`src/rtl/pixel_collector.sv`:
```
// Packs watermarked pixels LSB-first into bus words, buffers them in a FIFO and
// drains them over valid/ready; a rising Image_Done closes the frame. Assumes PPW >= 2.
module pixel_collector #(
    parameter int Data_Depth = 8,
    parameter int Amba_Word  = 16,
    parameter int Fifo_Depth = 16,
    parameter int Cnt_Width  = 20
) (
    input  logic                  clk,
    input  logic                  rst,
    input  logic                  new_pixel,
    input  logic [Data_Depth-1:0] Pixel_Data,
    input  logic                  Image_Done,
    input  logic                  out_ready,
    output logic                  out_valid,
    output logic [Amba_Word-1:0]  out_word,
    output logic                  out_last,
    output logic [Cnt_Width-1:0]  frame_count,
    output logic                  frame_done,
    output logic                  overflow
);
    localparam int PPW   = Amba_Word / Data_Depth;
    localparam int IDX_W = (PPW > 1) ? $clog2(PPW) : 1;
    localparam int PTR_W = $clog2(Fifo_Depth);

    typedef enum logic {COLLECT, FLUSH} state_t;
    state_t state_reg, state_next;

    logic [IDX_W-1:0]     idx_reg, idx_next;
    logic [Amba_Word-1:0] pack_reg, pack_next, lane_word;
    logic [Cnt_Width-1:0] count_reg, count_next;
    logic                 words_reg, words_next;     // a word was pushed this frame
    logic                 tagged_reg, tagged_next;   // newest push already carries last
    logic                 pushed_ok_reg;
    logic                 done_d_reg;
    logic                 frame_done_reg, overflow_reg;
    logic [Cnt_Width-1:0] frame_count_reg;

    logic [Amba_Word-1:0] word_mem [Fifo_Depth];
    logic [Fifo_Depth-1:0] last_mem;
    logic [PTR_W-1:0]     wr_ptr_reg, rd_ptr_reg, newest_ptr;
    logic [PTR_W:0]       occ_reg;

    logic                 done_rise, push_req, push_last, push_ok, mark_last, close;
    logic                 pop, fifo_full, newest_live;
    logic [Amba_Word-1:0] push_word;

    genvar gi;
    generate
        for (gi = 0; gi < PPW; gi++) begin : g_lane
            assign lane_word[gi*Data_Depth +: Data_Depth] =
                (new_pixel && idx_reg == IDX_W'(gi)) ? Pixel_Data
                                                      : pack_reg[gi*Data_Depth +: Data_Depth];
        end
    endgenerate

    assign done_rise  = Image_Done && !done_d_reg;
    assign pop        = out_valid && out_ready;
    assign fifo_full  = occ_reg == (PTR_W+1)'(Fifo_Depth);
    assign push_ok    = push_req && (!fifo_full || pop);
    assign newest_ptr = wr_ptr_reg - PTR_W'(1);
    // The newest entry can only still be tagged if it survives this cycle's pop.
    assign newest_live = pushed_ok_reg &&
                         (occ_reg > (PTR_W+1)'(1) || (occ_reg == (PTR_W+1)'(1) && !pop));

    always_comb begin
        state_next  = state_reg;
        idx_next    = idx_reg;
        pack_next   = pack_reg;
        count_next  = count_reg;
        words_next  = words_reg;
        tagged_next = tagged_reg;
        push_req    = 1'b0;
        push_word   = lane_word;
        push_last   = 1'b0;
        mark_last   = 1'b0;
        close       = 1'b0;
        case (state_reg)
            COLLECT: begin
                if (new_pixel) begin
                    count_next = count_reg + Cnt_Width'(1);
                    if (idx_reg == IDX_W'(PPW-1)) begin
                        push_req    = 1'b1;
                        push_last   = done_rise;
                        tagged_next = done_rise;
                        words_next  = 1'b1;
                        pack_next   = '0;
                        idx_next    = '0;
                    end else begin
                        pack_next = lane_word;
                        idx_next  = idx_reg + IDX_W'(1);
                    end
                end
                if (done_rise)
                    state_next = FLUSH;
            end
            FLUSH: begin
                state_next = COLLECT;
                if (idx_reg != '0) begin
                    push_req  = 1'b1;
                    push_word = pack_reg;
                    push_last = 1'b1;
                    close     = 1'b1;
                end else if (words_reg) begin
                    close = 1'b1;
                    if (!tagged_reg) begin
                        if (newest_live) begin
                            mark_last = 1'b1;
                        end else begin
                            push_req  = 1'b1;
                            push_word = '0;
                            push_last = 1'b1;
                        end
                    end
                end
                // A pixel arriving now opens the next frame.
                count_next  = new_pixel ? Cnt_Width'(1) : '0;
                idx_next    = new_pixel ? IDX_W'(1) : '0;
                pack_next   = new_pixel ? Amba_Word'(Pixel_Data) : '0;
                words_next  = 1'b0;
                tagged_next = 1'b0;
            end
            default: state_next = COLLECT;
        endcase
    end

    always_ff @(posedge clk or negedge rst) begin
        if (!rst) begin
            state_reg       <= COLLECT;
            idx_reg         <= '0;
            pack_reg        <= '0;
            count_reg       <= '0;
            words_reg       <= 1'b0;
            tagged_reg      <= 1'b0;
            pushed_ok_reg   <= 1'b0;
            done_d_reg      <= 1'b0;
            frame_done_reg  <= 1'b0;
            frame_count_reg <= '0;
            overflow_reg    <= 1'b0;
            wr_ptr_reg      <= '0;
            rd_ptr_reg      <= '0;
            occ_reg         <= '0;
            last_mem        <= '0;
        end else begin
            state_reg      <= state_next;
            idx_reg        <= idx_next;
            pack_reg       <= pack_next;
            count_reg      <= count_next;
            words_reg      <= words_next;
            tagged_reg     <= tagged_next;
            done_d_reg     <= Image_Done;
            frame_done_reg <= close;
            if (close)
                frame_count_reg <= count_reg;
            if (push_req)
                pushed_ok_reg <= push_ok;
            if (push_req && !push_ok)
                overflow_reg <= 1'b1;
            if (push_ok) begin
                wr_ptr_reg           <= wr_ptr_reg + PTR_W'(1);
                last_mem[wr_ptr_reg] <= push_last;
            end
            if (mark_last)
                last_mem[newest_ptr] <= 1'b1;
            if (pop)
                rd_ptr_reg <= rd_ptr_reg + PTR_W'(1);
            case ({push_ok, pop})
                2'b10:   occ_reg <= occ_reg + (PTR_W+1)'(1);
                2'b01:   occ_reg <= occ_reg - (PTR_W+1)'(1);
                default: occ_reg <= occ_reg;
            endcase
        end
    end

    always_ff @(posedge clk) begin
        if (push_ok)
            word_mem[wr_ptr_reg] <= push_word;
    end

    assign out_valid   = occ_reg != '0;
    assign out_word    = out_valid ? word_mem[rd_ptr_reg] : '0;
    assign out_last    = out_valid && last_mem[rd_ptr_reg];
    assign frame_count = frame_count_reg;
    assign frame_done  = frame_done_reg;
    assign overflow    = overflow_reg;
endmodule

```
`config.mk`:
```
export PLATFORM = sky130hd
export DESIGN_NAME = pixel_collector
export DESIGN_NICKNAME = d
export VERILOG_FILES = /design/src/rtl/pixel_collector.sv
export SDC_FILE = /design/constraint.sdc
export NUM_CORES = 1
export LEC_CHECK = 0
export ABC_AREA = 1
export CORE_MARGIN = 5
export CORE_UTILIZATION = 55
export CTS_CLUSTER_SIZE = 24
export DETAILED_ROUTE_END_ITERATION = 16
export PLACE_DENSITY = 0.84
export SYNTH_ARGS = -nofsm -noshare
export SYNTH_HDL_FRONTEND = slang
export SYNTH_SLANG_ARGS = --single-unit
```
`constraint.sdc`:
```
create_clock -name clk -period 2.2 [get_ports clk]
set_input_delay 0.44 -clock clk [delete_from_list [all_inputs] [get_ports clk]]
set_output_delay 0.44 -clock clk [all_outputs]
set_load 0.1 [all_outputs]
```
==> flow_metrics.py, run 1 <==
metrics = {
    "status": {
        "status": "finished with violations",
        "violations": "negative setup slack",
    },
    "sta": {
        "max_freq_mhz": 335,
        "hold_viol": 0,
        "setup_viol": 33,
        "layout_min_cycle_time_ps": 2980,
        "tightest_slew_ps": 708,
        "skew_ps": 25.7,
        "rsz0062_at_grt": "true",
        "maxSlewViolCount": 0,
        "relSlewSlack_pct": 52.8,
        "fin_ws_ps": -785,
        "min_period_over_period_pct": 136,
    },
    "layout": {
        "final_cell_mix": "256 x edfxtp_1, 204 x nor2_1, 143 x nand2_1",
        "final_nets": 1549,
        "fillerInstances": 1613,
        "instances_no_fill": 1920,
        "diodes": 0,
        "drive_gt1_share_pct": 24.1,
        "final_common_cell": "edfxtp_1",
        "largest_reg_flops": 256,
        "areaGrowthSynthToFinish_pct": 29.5,
        "fin_util_pct": 72.6,
    },
    "floorplanning": {
        "die_area_um2": 31100,
        "die_height_um": 176,
        "core_um2": 27100,
        "row_count": 60,
        "die_x_um": 176,
        "initial_core_util_pct": 56.1,
        "ios": 53,
    },
    "critical_path": {
        "worstPathRequired_ps": 1760,
        "cpMostUsedCell": "buf_6",
        "path_cells": "clkinv_8 -> buf_8 -> buf_16 -> buf_6 -> buf_6 -> o21ai_2 -> o221ai_1 -> nand3_1 -> a21oi_4 -> buf_12",
        "critPathLaunchType": "register",
        "crit_path_top_delay_cell": "dfrtp_4",
        "max_stage_delay_ps": 560,
        "critical_path.max_fanout": 7,
        "criticalPathCategory": "reg2out",
        "arrival_ps": 2540,
        "cp-end-kind": "primary output",
        "reg2regPathDepth": 11,
    },
    "grt": {
        "grt_start_max_net_pins": 47,
        "grt_pass1_wl_um": 67900,
        "antenna_found_initial": 0,
        "grt_pass1_vias": 12000,
        "grtUsageTotal_pct": 28.2,
        "grt.overflow.total": 0,
    },
    "synth": {
        "ys_types": 42,
        "syn_area_um2": 15200,
        "syn-num-nets": 1392,
        "ys_seq_area_share_pct": 65.9,
        "synth_edf_count": 256,
        "synth-async-reset-ratio_pct": 26.6,
        "syn_area_per_cell_um2": 11.1,
        "synth_flop_cell": "edfxtp_1",
        "yosysWarnings": 0,
        "synth_cells": 1366,
        "ys_ff_latch": 349,
    },
    "drt": {
        "drtIter0Drc": 2161,
        "antenna_left": 0,
        "via_per_inst": 6.56,
        "first_pass_iters": 6,
        "routed-via-count": 12600,
        "wl_per_cell_um": 25.3,
        "wl_um": 48600,
        "drc": 0,
    },
    "clocking": {
        "cts_buffers": 36,
        "cts_tree": "yes",
        "clockRootBuffer": "clkbuf_16",
        "clk_pin_slew_ps": 60,
        "clock_sinks": 349,
        "worstSkewPairLatency_ps": 540,
        "h-tree-depth": 2,
        "cts_buffer_depth": 3,
    },
    "pwr": {
        "p_per_area_nw_per_um2": 1540,
        "p_leak_nw": 7.38,
        "total_power_mw": 30.2,
        "vdd_drop_max_v": 0.000930,
    },
    "worst_hold_path": {
        "hp-class": "in2async",
    },
    "placed_design": {
        "place_hpwl_um": 25000,
        "gp_congestion": 0.892,
        "io_buffers": 52,
        "dpl.cell_count": 1804,
    },
    "job": {
        "cap_violations": 0,
    },
}
[stage by stage]
stage	setup slack, ps	setup TNS [ps]	instance area [um2]	hold slack, ps
after global placement	-239	-82890	17300	347
after CTS	-610	-10010	18900	341
after floorplan	-130	-7260	15600	144
after detailed placement	-402	-104540	17300	348
after global routing	-780	-20040	19700	371
final	-785	-12140	19700	351
[area by class of cell]
type	count	area, um2	share of cell area, %
multi-input cells	859	5060	25.7
flip-flops and latches	349	10000	50.9
inverters	82	387	1.96
clock buffers	44	931	4.73
well taps	372	465	2.37
repair buffers	195	2630	13.4
clock inverters	19	181	0.922
[cell families (layout without fill, tap and decap cells)]
family / count (synthesis) / count (layout) / share of synthesized area [%]
flip-flops: 349 / 349 / 65.9
AO/OA/AOI/OAI: 328 / 328 / 12.7
XOR/XNOR: 14 / 14 / 0.807
AND/OR/NAND/NOR: 501 / 504 / 15.2
adder cells (fa/ha/maj): 13 / 13 / 1.07
buffers and inverters: 161 / 340 / 4.36
[power breakdown]
group          switching, mW  internal (mW)  leakage [nW]  total, mW
logic                   10.2           5.74          3.27       15.9
registers              0.460           7.82          3.57       8.28
clock network           2.62           3.38         0.544       6.00
[timing repair]
item                       CTS  global route
gates cloned                 8            12
hold buffers                 1             0
buffers inserted             9            28
setup endpoints to repair   33           403
gates resized for setup     44           107
pin swaps                   30            81
hold endpoints to repair    20             0
[Yosys cell counts, types with 11 or more instances]
master / n / area (um2)
edfxtp_1: 256 / 7690
nor2_1: 211 / 792
o21ai_0: 183 / 916
nand2_1: 144 / 541
dfrtp_1: 93 / 2330
nand3_1: 88 / 440
inv_1: 64 / 240
clkbuf_1: 51 / 191
o221ai_1: 50 / 438
a21oi_1: 43 / 215
o22ai_1: 19 / 119
buf_2: 16 / 80.1
nand4_1: 14 / 87.6
xor2_1: 14 / 123
ha_1: 13 / 163
inv_2: 13 / 48.8
nand4_2: 11 / 138
[worst max-delay path, delay by kind of cell (launching register included)]
family	cells	cell delay, ps
flip-flops	1	560
AO/OA/AOI/OAI	3	500
buffers and inverters	6	770
AND/OR/NAND/NOR	1	190
[path summary, 6_finish.rpt]
kind	from	endpoint	slack [ps]
max	rd_ptr_reg[0]	out_word[14]	-780
min	rst	frame_count[13]	350
max reg2reg	occ_reg[0]	word_mem[15][3]	-90
min reg2reg	done_d_reg	state_reg	430
max in group asynchronous	rst	rd_ptr_reg[0]	1120
min in group clk	Image_Done	done_d_reg	390
[per-layer routing]
layer  vias to the layer above  routed length, um  track usage (%)
li1                       5221                  -                -
met1                      6039              16800             36.7
met2                      1101              23000             46.9
met3                       227               5730             4.97
met4                         0               3010             12.3
met5                         -                  0                0
(Power assumes the default switching activity.)
==> run 2, diff against run 1 <==
CAP_MARGIN = 20   (was not set)
RECOVER_POWER = 25   (was not set)
==> run 2 against run 1 <==
Against the previous run: routed wire length hardly changed; via count about the same; global-route usage unchanged; the run still ends with negative setup slack left; clock-buffer cell count did not move; critical path type unchanged; total power decreased by 0.19%; die area is the same; clock skew increased by 1.4 ps; highest routed layer unchanged; sequential share of layout area grew 0.22 points; design area down 0.44%; largest power group unchanged.
==> flow_metrics.py, run 2 (synthesis gave the netlist of run 1 again) <==
metrics = {
    "grt": {
        "grt_pass1_vias": 12000,
        "grt.overflow.total": 0,
        "grt_pass1_wl_um": 67900,
        "antenna_found_initial": 0,
        "grtUsageTotal_pct": 28.2,
        "grt_start_max_net_pins": 47,
    },
    "critical_path": {
        "crit_path_top_delay_cell": "dfrtp_4",
        "reg2reg_setup_slack_ps": -490,
        "crit_buf_inv": 6,
        "max_stage_delay_ps": 560,
        "arrival_ps": 2540,
        "cp_top_family": "buffers and inverters",
        "cpMostUsedCell": "buf_6",
        "critical_path.max_fanout": 7,
        "worstPathRequired_ps": 1760,
        "cp-end-kind": "primary output",
        "critPathLaunchType": "register",
        "path_cells": "clkinv_8 -> buf_8 -> buf_16 -> buf_6 -> buf_6 -> o21ai_2 -> o221ai_1 -> nand3_1 -> a21oi_4 -> buf_12",
        "criticalPathCategory": "reg2out",
    },
    "sta": {
        "fin_ws_ps": -780,
        "setup_viol": 449,
        "rsz0062_at_grt": "true",
        "max_freq_mhz": 336,
        "tightest_slew_ps": 1180,
        "layout_min_cycle_time_ps": 2980,
        "maxSlewViolCount": 0,
        "whs_ps": 425,
        "hold_viol": 0,
        "fin_tns_setup_ps": -144220,
        "skew_ps": 27.1,
        "relSlewSlack_pct": 21.5,
        "min_period_over_period_pct": 135,
    },
    "placed_design": {
        "place_hpwl_um": 25000,
        "gp_congestion": 0.892,
        "io_buffers": 52,
    },
    "layout": {
        "areaGrowthSynthToFinish_pct": 28.9,
        "final_nets": 1549,
        "diodes": 0,
        "largest_reg_flops": 256,
        "final_common_cell": "edfxtp_1",
        "drive_gt1_share_pct": 23.8,
        "final_cell_mix": "256 x edfxtp_1, 204 x nor2_1, 143 x nand2_1",
    },
    "drt": {
        "met2_length_um": 23000,
        "highest_layer": "met4",
        "antenna_left": 0,
        "first_pass_iters": 6,
        "drtIter0Drc": 2211,
        "drc": 0,
        "wl_um": 48600,
        "via_per_inst": 6.55,
        "met3WireLength_um": 5910,
        "routed-via-count": 12600,
        "wl_met1_um": 16700,
        "wl_per_cell_um": 25.3,
    },
    "floorplanning": {
        "die_height_um": 176,
        "die_area_um2": 31100,
        "die_x_um": 176,
        "ios": 53,
        "initial_core_util_pct": 56.1,
        "row_count": 60,
        "core_um2": 27100,
    },
    "clocking": {
        "cts_buffer_depth": 3,
        "clockRootBuffer": "clkbuf_16",
        "clock_sinks": 349,
        "cts_tree": "yes",
        "worstSkewPairLatency_ps": 540,
        "h-tree-depth": 2,
        "clk_pin_slew_ps": 60,
        "cts_buffers": 36,
    },
    "worst_hold_path": {
        "hp-class": "reg2reg",
    },
    "status": {
        "violations": "negative setup slack",
        "status": "finished with violations",
    },
    "pwr": {
        "vdd_drop_max_v": 0.000927,
        "total_power_mw": 30.1,
        "p_leak_nw": 7.35,
        "p_per_area_nw_per_um2": 1540,
    },
    "job": {
        "cap_violations": 0,
    },
}
## run 2: cell count changes in the layout (fill, tap and decap cells not counted), moves of 2 or more
cell             delta
clkdlybuf4s50_1     -2
dlygate4sd3_1       +2
buf_4              -29
clkbuf_2           +23
clkbuf_4            +3
clkbuf_1            +4
## run 2: final timing paths
path / start / to / depth (start not counted)
worst min-delay path: done_d_reg / state_reg / 1
worst min register to register: done_d_reg / state_reg / 1
min in group asynchronous: rst / frame_count[13] / 2
max in group asynchronous: rst / last_mem[9] / 3
worst max register to register: idx_reg / word_mem[8][8] / 6
worst max-delay path: rd_ptr_reg[0] / out_word[14] / 10
## run 2: layer usage
layer,global-route usage [%],vias to the layer above
met2,46.9,1095
met3,4.97,233
met5,0,-
li1,-,5233
met1,36.7,6022
met4,12.3,0
## run 2: metrics by stage
step / instance area [um2] / utilization, % / cells / setup slack (ps)
finish: 19600 / 72.3 / 1920 / -780
global route: 19600 / 72.3 / 1920 / -780
CTS: 18900 / 69.8 / 1885 / -610
detailed placement: 17300 / 64.0 / 1804 / -402
global placement: 17300 / 64.0 / 1804 / -239
floorplan: 15600 / - / 1366 / -130
## run 2: layout make-up
type                            count  area, um2
Sequential cell                   349      10000
Fill cell                        1640       7510
Multi-Input combinational cell    859       5060
Timing Repair Buffer              195       2540
Clock buffer                       44        931
Tap cell                          372        465
Inverter                           82        387
Clock inverter                     19        181
## run 2: worst register-to-register path, cell delays in order (launching register included)
cell and delay, ps:
dfrtp_1 390, inv_1 90, clkbuf_1 870, nand3_1 550, nand3_1 220, nand2_1 90, buf_4 210
## run 2: power breakdown
part	internal (mW)	leakage, nW	total [mW]	switching (mW)
clock network	3.38	0.544	5.99	2.61
logic	5.71	3.24	15.9	10.2
registers	7.82	3.57	8.28	0.454
total	16.9	7.35	30.1	13.2
## run 2: what timing repair did
action | CTS | global route
buffers inserted | 9 | 28
endpoints found under the setup margin | 33 | 403
resized for setup | 44 | 107
pin swaps | 30 | 81
hold buffers | 1 | 0
gates cloned | 8 | 12
endpoints found under the hold margin | 20 | 0
